$ cat src/rtl/tx_encoder.sv
// tx_encoder: byte-to-10-bit transmit line encoder.
// A one-byte holding stage (S1) sits behind a valid/ready handshake.
// Each serializer load strobe moves S1, or the idle byte when S1 is empty,
// into the registered code word, and updates a saturating running disparity.
// Optional build macro ENC_STATS_EN adds data/idle load counters with a clear input.
module tx_encoder #(
    parameter logic [7:0] IDLE_BYTE = 8'hBC,
    parameter int         RD_WIDTH  = 8
) (
    input  logic                       clk,
    input  logic                       reset,
    input  logic [7:0]                 din,
    input  logic                       din_valid,
    output logic                       din_ready,
    input  logic                       tx_load,
    output logic [9:0]                 dout,
    output logic                       dout_idle,
`ifdef ENC_STATS_EN
    input  logic                       stats_clr,
    output logic [15:0]                data_cnt,
    output logic [15:0]                idle_cnt,
`endif
    output logic signed [RD_WIDTH-1:0] rd_acc
);

    localparam logic signed [RD_WIDTH-1:0] RD_MAX = {1'b0, {(RD_WIDTH-1){1'b1}}};
    localparam logic signed [RD_WIDTH-1:0] RD_MIN = {1'b1, {(RD_WIDTH-1){1'b0}}};

    function automatic logic [3:0] enc_3b4b(input logic [2:0] v);
        case (v)
            3'd0: enc_3b4b = 4'b0100;
            3'd1: enc_3b4b = 4'b1001;
            3'd2: enc_3b4b = 4'b0101;
            3'd3: enc_3b4b = 4'b0011;
            3'd4: enc_3b4b = 4'b0010;
            3'd5: enc_3b4b = 4'b1010;
            3'd6: enc_3b4b = 4'b0110;
            3'd7: enc_3b4b = 4'b0001;
        endcase
    endfunction

    function automatic logic [5:0] enc_5b6b(input logic [4:0] v);
        case (v)
            5'h00: enc_5b6b = 6'b011000;
            5'h01: enc_5b6b = 6'b011101;
            5'h02: enc_5b6b = 6'b010010;
            5'h03: enc_5b6b = 6'b110001;
            5'h04: enc_5b6b = 6'b110101;
            5'h05: enc_5b6b = 6'b101001;
            5'h06: enc_5b6b = 6'b011001;
            5'h07: enc_5b6b = 6'b111000;
            5'h08: enc_5b6b = 6'b111001;
            5'h09: enc_5b6b = 6'b100101;
            5'h0A: enc_5b6b = 6'b010101;
            5'h0B: enc_5b6b = 6'b110100;
            5'h0C: enc_5b6b = 6'b001101;
            5'h0D: enc_5b6b = 6'b101100;
            5'h0E: enc_5b6b = 6'b011100;
            5'h0F: enc_5b6b = 6'b010111;
            5'h10: enc_5b6b = 6'b011011;
            5'h11: enc_5b6b = 6'b100011;
            5'h12: enc_5b6b = 6'b010011;
            5'h13: enc_5b6b = 6'b110010;
            5'h14: enc_5b6b = 6'b001011;
            5'h15: enc_5b6b = 6'b101010;
            5'h16: enc_5b6b = 6'b011010;
            5'h17: enc_5b6b = 6'b111010;
            5'h18: enc_5b6b = 6'b110011;
            5'h19: enc_5b6b = 6'b100110;
            5'h1A: enc_5b6b = 6'b010110;
            5'h1B: enc_5b6b = 6'b110110;
            5'h1C: enc_5b6b = 6'b001110;
            5'h1D: enc_5b6b = 6'b101110;
            5'h1E: enc_5b6b = 6'b011110;
            5'h1F: enc_5b6b = 6'b101011;
        endcase
    endfunction

    function automatic logic [3:0] popcount10(input logic [9:0] c);
        logic [3:0] n;
        n = 4'd0;
        for (int i = 0; i < 10; i++) begin
            n = n + {3'b000, c[i]};
        end
        return n;
    endfunction

    // Two guard bits so acc + d (|d| <= 10) cannot wrap even at RD_WIDTH = 4.
    function automatic logic signed [RD_WIDTH-1:0] sat_add(
        input logic signed [RD_WIDTH-1:0] acc,
        input logic signed [5:0]          d
    );
        logic signed [RD_WIDTH+1:0] sum;
        sum = (RD_WIDTH+2)'(acc) + (RD_WIDTH+2)'(d);
        if (sum > (RD_WIDTH+2)'(RD_MAX)) begin
            return RD_MAX;
        end else if (sum < (RD_WIDTH+2)'(RD_MIN)) begin
            return RD_MIN;
        end else begin
            return sum[RD_WIDTH-1:0];
        end
    endfunction

    logic [7:0]                 r_s1;
    logic                       r_s1_full;
    logic [9:0]                 r_dout;
    logic                       r_dout_idle;
    logic signed [RD_WIDTH-1:0] r_rd_acc;

    logic                       w_accept;
    logic [7:0]                 w_src_byte;
    logic [9:0]                 w_code;
    logic signed [5:0]          w_disp;

    // A load frees S1 in the same cycle, so a full S1 can still accept then.
    assign din_ready  = !r_s1_full || tx_load;
    assign w_accept   = din_valid && din_ready;
    assign w_src_byte = r_s1_full ? r_s1 : IDLE_BYTE;
    assign w_code     = {enc_3b4b(w_src_byte[7:5]), enc_5b6b(w_src_byte[4:0])};
    assign w_disp     = $signed({1'b0, popcount10(w_code), 1'b0}) - 6'sd10;

    // S1 data byte; validity lives in r_s1_full so the data needs no reset.
    always_ff @(posedge clk) begin
        if (w_accept) begin
            r_s1 <= din;
        end
    end

    // S1 occupancy and the S2 code word / idle flag / disparity, all moving on tx_load.
    always_ff @(posedge clk or negedge reset) begin
        if (!reset) begin
            r_s1_full   <= 1'b0;
            r_dout      <= 10'h000;
            r_dout_idle <= 1'b0;
            r_rd_acc    <= '0;
        end else begin
            if (w_accept) begin
                r_s1_full <= 1'b1;
            end else if (tx_load) begin
                r_s1_full <= 1'b0;
            end
            if (tx_load) begin
                r_dout      <= w_code;
                r_dout_idle <= !r_s1_full;
                r_rd_acc    <= sat_add(r_rd_acc, w_disp);
            end
        end
    end

    assign dout      = r_dout;
    assign dout_idle = r_dout_idle;
    assign rd_acc    = r_rd_acc;

`ifdef ENC_STATS_EN
    logic [15:0] r_data_cnt;
    logic [15:0] r_idle_cnt;

    // Load counters, wrapping at 16 bits; clear wins over a same-cycle increment.
    always_ff @(posedge clk or negedge reset) begin
        if (!reset) begin
            r_data_cnt <= 16'd0;
            r_idle_cnt <= 16'd0;
        end else if (stats_clr) begin
            r_data_cnt <= 16'd0;
            r_idle_cnt <= 16'd0;
        end else if (tx_load) begin
            if (r_s1_full) begin
                r_data_cnt <= r_data_cnt + 16'd1;
            end else begin
                r_idle_cnt <= r_idle_cnt + 16'd1;
            end
        end
    end

    assign data_cnt = r_data_cnt;
    assign idle_cnt = r_idle_cnt;
`endif

endmodule

$ cat config.mk
export PLATFORM = sky130hd
export DESIGN_NAME = tx_encoder
export DESIGN_NICKNAME = d
export VERILOG_FILES = /design/src/rtl/tx_encoder.sv
export SDC_FILE = /design/constraint.sdc
export NUM_CORES = 1
export LEC_CHECK = 0
export ABC_CLOCK_PERIOD_IN_PS = 7700
export CORE_ASPECT_RATIO = 1.2
export CORE_MARGIN = 8
export CORE_UTILIZATION = 55
export DETAILED_ROUTE_END_ITERATION = 8
export PLACE_DENSITY = 0.81
export REMOVE_ABC_BUFFERS = 1
export SYNTH_ARGS = -nofsm -noshare
export SYNTH_HDL_FRONTEND = slang
export SYNTH_SLANG_ARGS = --single-unit
$ cat constraint.sdc
create_clock -name clk -period 7.7 [get_ports clk]
set_input_delay 2.31 -clock clk [delete_from_list [all_inputs] [get_ports clk]]
set_output_delay 2.31 -clock clk [all_outputs]
set_load 0.02 [all_outputs]
==> results of run 1 <==
-- worst paths after layout --
| kind | cells after the start | to | from | slack (ns) |
|---|---|---|---|---|
| worst max register to register | 25 | rd_acc[5] | r_s1[0] | 1.44 |
| min in group asynchronous | 1 | dout[5] | reset | 2.52 |
| worst max-delay path | 25 | rd_acc[5] | r_s1[0] | 1.44 |
| worst min register to register | 1 | dout[9] | dout[9] | 0.51 |
| worst min-delay path | 1 | dout[9] | dout[9] | 0.51 |
| max in group asynchronous | 1 | rd_acc[6] | reset | 4.64 |
-- kinds of logic after synthesis --
group / share of synthesized area, %
compound gates: 17.4
xor+xnor: 2.79
fa+ha+maj: 17.2
buf+inv: 7.98
flops: 33.7
mux: 5.81
simple gates: 15.2
-- worst reg2reg max path, delay by kind of cell (launching register included) --
family	cells	cell delay (ns)
AO/OA/AOI/OAI	7	1.44
buffers and inverters	4	0.33
adder cells (fa/ha/maj)	8	2.83
flip-flops	1	0.45
AND/OR/NAND/NOR	5	0.83
multiplexers	1	0.28
-- layout by cell type (no fill, tap or decap), types with 2 or more instances in the layout --
master	synthesis	final
and2_1	2	2
nand2b_1	4	4
nor2_1	16	16
xnor2_1	5	5
o22ai_2	3	3
inv_2	2	2
mux2i_1	6	6
nand3_1	8	8
buf_4	2	2
clkdlybuf4s50_1	0	31
a21oi_1	16	16
fa_1	7	7
nor3_1	2	2
o21ai_0	11	11
dfrtp_1	20	20
edfxtp_1	8	8
mux2_2	6	6
o21ai_1	3	3
nor2b_1	5	5
a31oi_1	4	4
xor2_1	2	2
clkbuf_8	0	4
ha_1	18	18
inv_1	29	29
o211ai_1	4	4
o22ai_1	3	3
nand2_1	19	19
or2_2	2	2
-- cell type report --
cell class | count | area, um2
Tap cell | 54 | 67.6
Sequential cell | 28 | 741
Inverter | 31 | 116
Clock buffer | 4 | 55.1
Timing Repair Buffer | 33 | 325
Multi-Input combinational cell | 165 | 1280
Fill cell | 335 | 1290
-- registers in the layout (all words and copies together), names as in the netlist --
register and cells:
r_s1_full 1, dout 10, dout_idle 1, rd_acc 8, r_s1 8
-- per-stage QoR --
| stage | util (%) | setup WS [ns] | hold slack [ns] | std cells | cell area [um2] |
|---|---|---|---|---|---|
| after floorplan | - | 1.87 | 0.603 | 224 | 2140 |
| after global placement | 65.2 | 1.53 | 0.495 | 311 | 2530 |
| after detailed placement | 65.2 | 1.49 | 0.497 | 311 | 2530 |
| after CTS | 66.6 | 1.45 | 0.521 | 315 | 2580 |
| after global routing | 66.6 | 0.882 | 0.542 | 315 | 2580 |
| final | 66.6 | 1.44 | 0.514 | 315 | 2580 |
-- per-layer routing --
layer	wire [um]	global-route usage, %
met3	226	2.83
met4	59	4.37
met2	2030	24.5
met5	0	0
met1	1980	18.1
==> impl_metrics.prom, run 1 <==
# TYPE chip_impl_metric gauge
chip_impl_metric{name="syn_to_final_growth",unit="%"} 17.7
chip_impl_metric{name="post_route_cells_drive_above_1_share",unit="%"} 10.7
chip_impl_metric{name="drt_iter0_markers",unit=""} 109
chip_impl_info{name="critPathKind",value="reg -> reg"} 1
chip_impl_info{name="post-synth-top-count-cell",value="inv_1"} 1
chip_impl_metric{name="grt_overflow_total",unit=""} 0
chip_impl_metric{name="timing_hold_violations_final",unit=""} 0
chip_impl_metric{name="finalClockSkew",unit="ns"} 0.00210
chip_impl_metric{name="placeableCoreArea",unit="um2"} 3880
chip_impl_metric{name="final_nets",unit=""} 299
chip_impl_metric{name="synth-edff-count",unit=""} 8
chip_impl_metric{name="clkLatencyLatePin",unit="ns"} 0.27
chip_impl_info{name="critical_path.startpoint_type",value="flip-flop"} 1
chip_impl_metric{name="row_count",unit=""} 25
chip_impl_metric{name="die_area",unit="um2"} 6280
chip_impl_info{name="yosysTopAreaCell",value="dfrtp_1"} 1
chip_impl_metric{name="cts-htree-levels",unit=""} 1
chip_impl_metric{name="ys_async_rst_share",unit="%"} 71.4
chip_impl_info{name="crit_family",value="adder cells"} 1
chip_impl_metric{name="fin_setup_tns",unit="ns"} 0
chip_impl_metric{name="cts_inserted_buffers",unit=""} 3
chip_impl_metric{name="cp_data_required_time",unit="ns"} 7.85
chip_impl_info{name="cts_tree",value="yes"} 1
chip_impl_metric{name="drc",unit=""} 0
chip_impl_metric{name="floorplan.initialDensity",unit="%"} 56.6
chip_impl_metric{name="grt_first_pass_wirelength",unit="um"} 7470
chip_impl_metric{name="fin_crit_share",unit="%"} 81.4
chip_impl_metric{name="detailed_route_wl",unit="um"} 4300
chip_impl_metric{name="via_count_of_the_first_global_routing_pass",unit=""} 1712
chip_impl_metric{name="cts_resized",unit=""} 0
chip_impl_info{name="hp-class",value="reg -> reg"} 1
chip_impl_metric{name="setup-violations-final",unit=""} 0
chip_impl_metric{name="portBuffers",unit=""} 31
chip_impl_metric{name="cts-root-to-sink-buffers",unit=""} 2
chip_impl_metric{name="place.gp.congestion",unit=""} 0.859
chip_impl_metric{name="max_slew.worst_pin.slew",unit="ns"} 0.872
chip_impl_info{name="rsz_0062_raised_after_global_routing",value="false"} 1
chip_impl_metric{name="viasPerCell",unit=""} 5.47
chip_impl_metric{name="yosysSeqAreaShare",unit="%"} 33.7
chip_impl_metric{name="worst_ep_arrival_time",unit="ns"} 6.42
chip_impl_metric{name="rel_slew_slack",unit="%"} 41.7
chip_impl_metric{name="detailedPlacementHpwl",unit="um"} 3360
chip_impl_metric{name="max_capacitance_violation_total",unit=""} 0
chip_impl_metric{name="post-cts-setup-buffer-count",unit=""} 0
chip_impl_metric{name="route.antenna.remaining_nets",unit=""} 0
chip_impl_info{name="synth_common_cells",value="29 x inv_1, 20 x dfrtp_1, 19 x nand2_1"} 1
chip_impl_metric{name="maximum_fanout_count_along_the_critical_path",unit=""} 6
chip_impl_metric{name="syn-mean-instance-area",unit="um2"} 9.38
chip_impl_metric{name="max_freq",unit="GHz"} 0.160
chip_impl_metric{name="ys_seq_elements",unit=""} 28
chip_impl_metric{name="postSynthCellCount",unit=""} 234
chip_impl_metric{name="vias",unit=""} 1722
chip_impl_metric{name="cts.reportedPaths.clkPinSlew",unit="ns"} 0.09
chip_impl_metric{name="number_of_clock_sinks",unit=""} 28
chip_impl_metric{name="floorplan.die.height",unit="um"} 85.2
chip_impl_info{name="synthFlopType",value="dfrtp_1"} 1
chip_impl_metric{name="maximum_number_of_pins_on_one_net_before_global_route_repair",unit=""} 30
chip_impl_metric{name="timing.critical_path.slowest_cell_delay",unit="ns"} 0.51
chip_impl_info{name="clock_tree.root_cell",value="clkbuf_8"} 1
chip_impl_metric{name="finalCriticalPeriod",unit="ns"} 6.26
chip_impl_metric{name="antenna_cells_inserted",unit=""} 0
chip_impl_metric{name="postCtsHoldBufs",unit=""} 0
chip_impl_metric{name="final_max_slew_viol_count",unit=""} 0
chip_impl_metric{name="yosys_warnings",unit=""} 0
chip_impl_metric{name="path_buf_inv",unit=""} 4
chip_impl_metric{name="yosys.area.top_type_share",unit="%"} 22.8
chip_impl_metric{name="detailedRoute.firstPassIterationCount",unit=""} 4
chip_impl_info{name="critPathSlowestCell",value="fa_1"} 1
chip_impl_metric{name="die_x",unit="um"} 73.7
chip_impl_metric{name="antenna_violations_before_repair",unit=""} 0
chip_impl_info{name="ys_top_cells_by_area",value="dfrtp_1 23%, edfxtp_1 11%, ha_1 10%, fa_1 6.4%, inv_1 5.0%"} 1
chip_impl_metric{name="routed_wl_per_cell",unit="um"} 13.7
chip_impl_metric{name="synthesis.area",unit="um2"} 2200
chip_impl_metric{name="global_route.usage.total",unit="%"} 14.6
chip_impl_info{name="end_kind",value="flip-flop"} 1
chip_impl_info{name="status",value="completed"} 1
chip_impl_metric{name="ioPinCount",unit=""} 32
chip_impl_metric{name="synthDistinctLibCells",unit=""} 48
Power of run 1 is not shown: default switching activity piles up to over one toggle a cycle in this logic, so the estimate is an artifact.
==> run 2, diff against run 1 <==
ABC_CLOCK_PERIOD_IN_PS = 6420   (was 7700)
clock period = 6.42 ns   (was 7.7 ns; I/O delays follow)
==> impl_metrics.prom, run 2 (synthesis gave the netlist of run 1 again) <==
# TYPE chip_impl_metric gauge
chip_impl_info{name="status",value="completed"} 1
chip_impl_info{name="worst_hold_path.endpoint",value="dout[2]"} 1
chip_impl_metric{name="grt_first_pass_wirelength",unit="um"} 7640
chip_impl_metric{name="viasPerCell",unit=""} 5.41
chip_impl_info{name="cts_tree",value="yes"} 1
chip_impl_info{name="clock_tree.root_cell",value="clkbuf_8"} 1
chip_impl_metric{name="fin_setup_tns",unit="ns"} 0
chip_impl_metric{name="timing.critical_path.slowest_cell_delay",unit="ns"} 0.52
chip_impl_info{name="critPathKind",value="reg -> reg"} 1
chip_impl_metric{name="r2r_setup_slack",unit="ns"} 0.35
chip_impl_metric{name="finalCriticalPeriod",unit="ns"} 6.07
chip_impl_metric{name="finalClockSkew",unit="ns"} 0.00407
chip_impl_metric{name="max_slew.worst_pin.slew",unit="ns"} 0.909
chip_impl_metric{name="rel_slew_slack",unit="%"} 39.2
chip_impl_info{name="hp-class",value="reg -> reg"} 1
chip_impl_info{name="critical_path.startpoint_type",value="flip-flop"} 1
chip_impl_metric{name="ioPinCount",unit=""} 32
chip_impl_info{name="critPathSlowestCell",value="fa_1"} 1
chip_impl_metric{name="cts_inserted_buffers",unit=""} 3
chip_impl_metric{name="floorplan.initialDensity",unit="%"} 56.6
chip_impl_metric{name="routed_wl_per_cell",unit="um"} 14.4
chip_impl_metric{name="die_x",unit="um"} 73.7
chip_impl_metric{name="syn_to_final_growth",unit="%"} 18.7
chip_impl_info{name="layout_commonest_cell",value="clkdlybuf4s50_1"} 1
chip_impl_metric{name="post_route_cells_drive_above_1_share",unit="%"} 12.6
chip_impl_metric{name="maximum_fanout_count_along_the_critical_path",unit=""} 9
chip_impl_metric{name="placeableCoreArea",unit="um2"} 3880
chip_impl_metric{name="detailed_route_wl",unit="um"} 4560
chip_impl_metric{name="worst_ep_arrival_time",unit="ns"} 6.23
chip_impl_metric{name="floorplan.die.height",unit="um"} 85.2
chip_impl_metric{name="die_area",unit="um2"} 6280
chip_impl_metric{name="largest_register_ffs",unit=""} 10
chip_impl_metric{name="detailedRoute.firstPassIterationCount",unit=""} 4
chip_impl_metric{name="final_nets",unit=""} 300
chip_impl_metric{name="antenna_violations_before_repair",unit=""} 0
chip_impl_metric{name="cts-htree-levels",unit=""} 1
chip_impl_metric{name="via_count_of_the_first_global_routing_pass",unit=""} 1670
chip_impl_metric{name="detailedPlacementHpwl",unit="um"} 3550
chip_impl_metric{name="timing.reg2reg.worst_path_depth",unit=""} 26
chip_impl_metric{name="number_of_clock_sinks",unit=""} 28
chip_impl_metric{name="drt_iter0_markers",unit=""} 107
chip_impl_metric{name="drc",unit=""} 0
chip_impl_metric{name="route.antenna.remaining_nets",unit=""} 0
chip_impl_metric{name="maximum_number_of_pins_on_one_net_before_global_route_repair",unit=""} 29
chip_impl_metric{name="cts.reportedPaths.clkPinSlew",unit="ns"} 0.09
chip_impl_metric{name="max_capacitance_violation_total",unit=""} 0
chip_impl_info{name="rsz_0062_raised_after_global_routing",value="false"} 1
chip_impl_metric{name="portBuffers",unit=""} 31
chip_impl_metric{name="clkLatencyLatePin",unit="ns"} 0.27
chip_impl_metric{name="cts-root-to-sink-buffers",unit=""} 2
chip_impl_metric{name="setup-violations-final",unit=""} 0
chip_impl_metric{name="fin_crit_share",unit="%"} 94.6
chip_impl_metric{name="grt_overflow_total",unit=""} 0
chip_impl_metric{name="antenna_cells_inserted",unit=""} 0
chip_impl_metric{name="row_count",unit=""} 25
chip_impl_metric{name="timing_hold_violations_final",unit=""} 0
chip_impl_metric{name="cp_data_required_time",unit="ns"} 6.57
chip_impl_info{name="holdCritStartpoint",value="dout[2]"} 1
chip_impl_info{name="regToRegEndpoint",value="rd_acc[5]"} 1
chip_impl_info{name="most-common-layout-cells",value="31 x clkdlybuf4s50_1, 29 x inv_1, 19 x dfrtp_1"} 1
chip_impl_metric{name="final_max_slew_viol_count",unit=""} 0
chip_impl_metric{name="place.gp.congestion",unit=""} 0.844
chip_impl_metric{name="global_route.usage.total",unit="%"} 15.1
chip_impl_info{name="critical_path.reg2reg.startpoint",value="r_s1_full"} 1
chip_impl_info{name="end_kind",value="flip-flop"} 1
chip_impl_metric{name="worst_hold_path.num_cells",unit=""} 1
chip_impl_metric{name="max_freq",unit="GHz"} 0.165
chip_impl_metric{name="vias",unit=""} 1708
-- run 2: worst max-delay path by stage --
stage,from,endpoint,slack (ns),depth (start not counted)
finish,r_s1_full,rd_acc[5],0.35,26
global route,r_s1[1],rd_acc[5],0.002,26
CTS,r_s1_full,rd_acc[1],0.22,25
detailed placement,r_s1_full,rd_acc[5],0.23,25
global placement,r_s1_full,rd_acc[5],0.41,25
floorplan,r_s1_full,rd_acc[1],0.59,25
-- run 2: layout make-up --
cell class,instances,area (um2)
multi-input cells,165,1300
repair buffers,34,333
fillers,329,1270
clock buffers,4,45.0
flip-flops and latches,28,742
well taps,54,67.6
inverters,31,116
-- run 2: through the flow --
stage	util, %	worst slack, ns	hold WS, ns	cell area, um2	std cells
floorplan	-	0.590	0.603	2140	224
global placement	65.2	0.413	0.490	2530	311
detailed placement	65.2	0.230	0.496	2530	311
CTS	66.4	0.224	0.517	2570	315
global route	67.2	0.00226	0.535	2610	316
finish	67.2	0.347	0.513	2610	316
-- run 2: layer usage --
layer | routed length (um) | up-vias | global-route usage (%)
met2 | 2210 | 49 | 25.0
met3 | 228 | 6 | 2.59
met5 | 0 | - | 0
li1 | - | 854 | -
met1 | 2080 | 799 | 19.6
met4 | 42 | 0 | 3.64
-- run 2: worst max-delay path, delay by kind of cell (launching register included) --
family                   cells  cell delay, ns
flip-flops                   1            0.48
AND/OR/NAND/NOR              5            0.69
AO/OA/AOI/OAI                8            1.47
adder cells (fa/ha/maj)      8            2.82
buffers and inverters        5            0.49
-- run 2: what timing repair did --
action | CTS | global route
endpoints found under the hold margin | 0 | 0
gates resized for setup | 0 | 7
hold buffers | 0 | 0
setup buffers | 0 | 1
endpoints found under the setup margin | 0 | 7
Power of run 2 is left out for the same reason.
==> variant (flow settings as in run 1) <==
The parameter `RD_WIDTH` goes from 8 to 6.
--- a/src/rtl/tx_encoder.sv
+++ b/src/rtl/tx_encoder.sv
@@ -6,5 +6,5 @@
 module tx_encoder #(
     parameter logic [7:0] IDLE_BYTE = 8'hBC,
-    parameter int         RD_WIDTH  = 8
+    parameter int         RD_WIDTH  = 6
 ) (
     input  logic                       clk,
Ports: changed (resized rd_acc); port bits go from 32 to 30. The function was not compared with the original's and may differ.
==> variant against run 1 <==
- routed wire length fell by 14%
- die area decreased by 9.5%
- synthesized area shrank 12%
- critical path depth down 20
- critical path type is now primary input to output pin
- design area fell by 12%
- setup slack better by 160 ps
- sequential cell count decreased by 2
Power is not shown: default switching activity piles up to over one toggle a cycle in this logic, so the estimate is an artifact.
==> variant: results <==
placement:
  routabilityCongestion: 0.837
  dp_hpwl_um: 2930
  place_ws_ps: 1590
  place_area_um2: 2210
  portBuffers: 29
cells_and_area:
  fillers: 281
  diodes: 0
  drive_gt1_share_pct: 9.73
  fin_nets: 257
  largest_reg_flops: 10
  areaGrowthSynthToFinish_pct: 17.8
clock_network:
  cts_buffer_depth: 2
  cts_buffers: 3
  clk_latency_ps: 270
  cts-root-buf: "clkbuf_8"
  cts_setup_buffers: 0
  h-tree-depth: 1
  post_cts_resize_count: 0
  postCtsHoldBufs: 0
  path_clk_slew_ps: 90
logic_synthesis:
  synthCells: 201
  ys_top_cells_by_area: "dfrtp_1 (23%), edfxtp_1 (12%), fa_1 (7.2%)"
  ys_seq_area_share_pct: 35.7
  synthArstFlopShare_pct: 69.2
  yosysWarnings: 0
  synth_cell_types: 54
  synth_edf_count: 8
  ys.flop_type: "dfrtp_1"
  netlist_top_cells_count: "nand2_1 (21), inv_1 (19), dfrtp_1 (18)"
global_routing:
  grt_max_degree: 21
  grt_pass1_vias: 1355
  grt_use_total_pct: 13.1
  grt_pass1_wl_um: 6240
  antenna_found_initial: 0
worst_setup_path:
  timing.rr.start: "r_s1_full$_DFFE_PN0P_"
  worstPathMaxFanout: 13
  ff2ff_setup_slack_ps: 1840
  startpoint: "tx_load"
  critPathArrivalTime_ps: 3790
  rr_worst_depth: 23
  r2r_end: "rd_acc[3]$_DFFE_PN0P_"
  cp-endpoint: "din_ready"
routing:
  vias_per_cell: 5.72
  drt-total-wl_um: 3700
  drt_iter0_markers: 96
  wl_per_cell_um: 14.1
  drt_pass1_iterations: 4
worst_hold_path:
  hold_class: "register to register"
  whs_path_depth: 2
timing:
  fin_skew_ps: 3.80
  period_share_pct: 79.3
  max_freq_ghz: 0.164
  slew_headroom_pct: 45.4
status:
  status: "complete, no violations"
## variant: layout make-up
class	count	share of cell area [%]
inverter	20	3.29
clock buffer	3	1.81
sequential	26	30.3
timing repair buffer	31	13.4
clock inverter	1	1.32
multi-input combinational	145	47.9
tap	37	2.03
## variant: how the worst min path moves through the flow
stage	startpoint	to	slack (ps)
finish	dout[5]$_DFFE_PN0P_	dout[5]$_DFFE_PN0P_	490
global route	dout[2]$_DFFE_PN0P_	dout[2]$_DFFE_PN0P_	540
global placement	dout[5]$_DFFE_PN0P_	dout[5]$_DFFE_PN0P_	470
CTS	dout[5]$_DFFE_PN0P_	dout[5]$_DFFE_PN0P_	500
detailed placement	dout[5]$_DFFE_PN0P_	dout[5]$_DFFE_PN0P_	470
floorplan	dout[5]$_DFFE_PN0P_	dout[5]$_DFFE_PN0P_	590
## variant: critical path: stages
cell and delay (ps):
clkdlybuf4s50_1 450, buf_4 200, clkinv_1 100, nand2_1 110, clkdlybuf4s50_1 620
## variant: per-layer routing
layer / track usage (%) / vias up / part of all wire [%]
met1: 16.5 / 708 / 47
met3: 3.17 / 5 / 5.0
met4: 4.23 / 0 / 1.3
li1: - / 761 / -
met2: 22.0 / 31 / 47
met5: 0 / - / 0
## variant: cell families (layout without fill, tap and decap cells)
| kind of cell | Yosys count | count (layout) | share of synthesized area [%] |
|---|---|---|---|
| buf+inv | 30 | 55 | 7.88 |
| mux | 7 | 7 | 4.20 |
| compound gates | 56 | 56 | 19.9 |
| xor+xnor | 6 | 6 | 2.71 |
| fa+ha+maj | 18 | 18 | 14.3 |
| simple gates | 58 | 58 | 15.3 |
| flops | 26 | 26 | 35.7 |
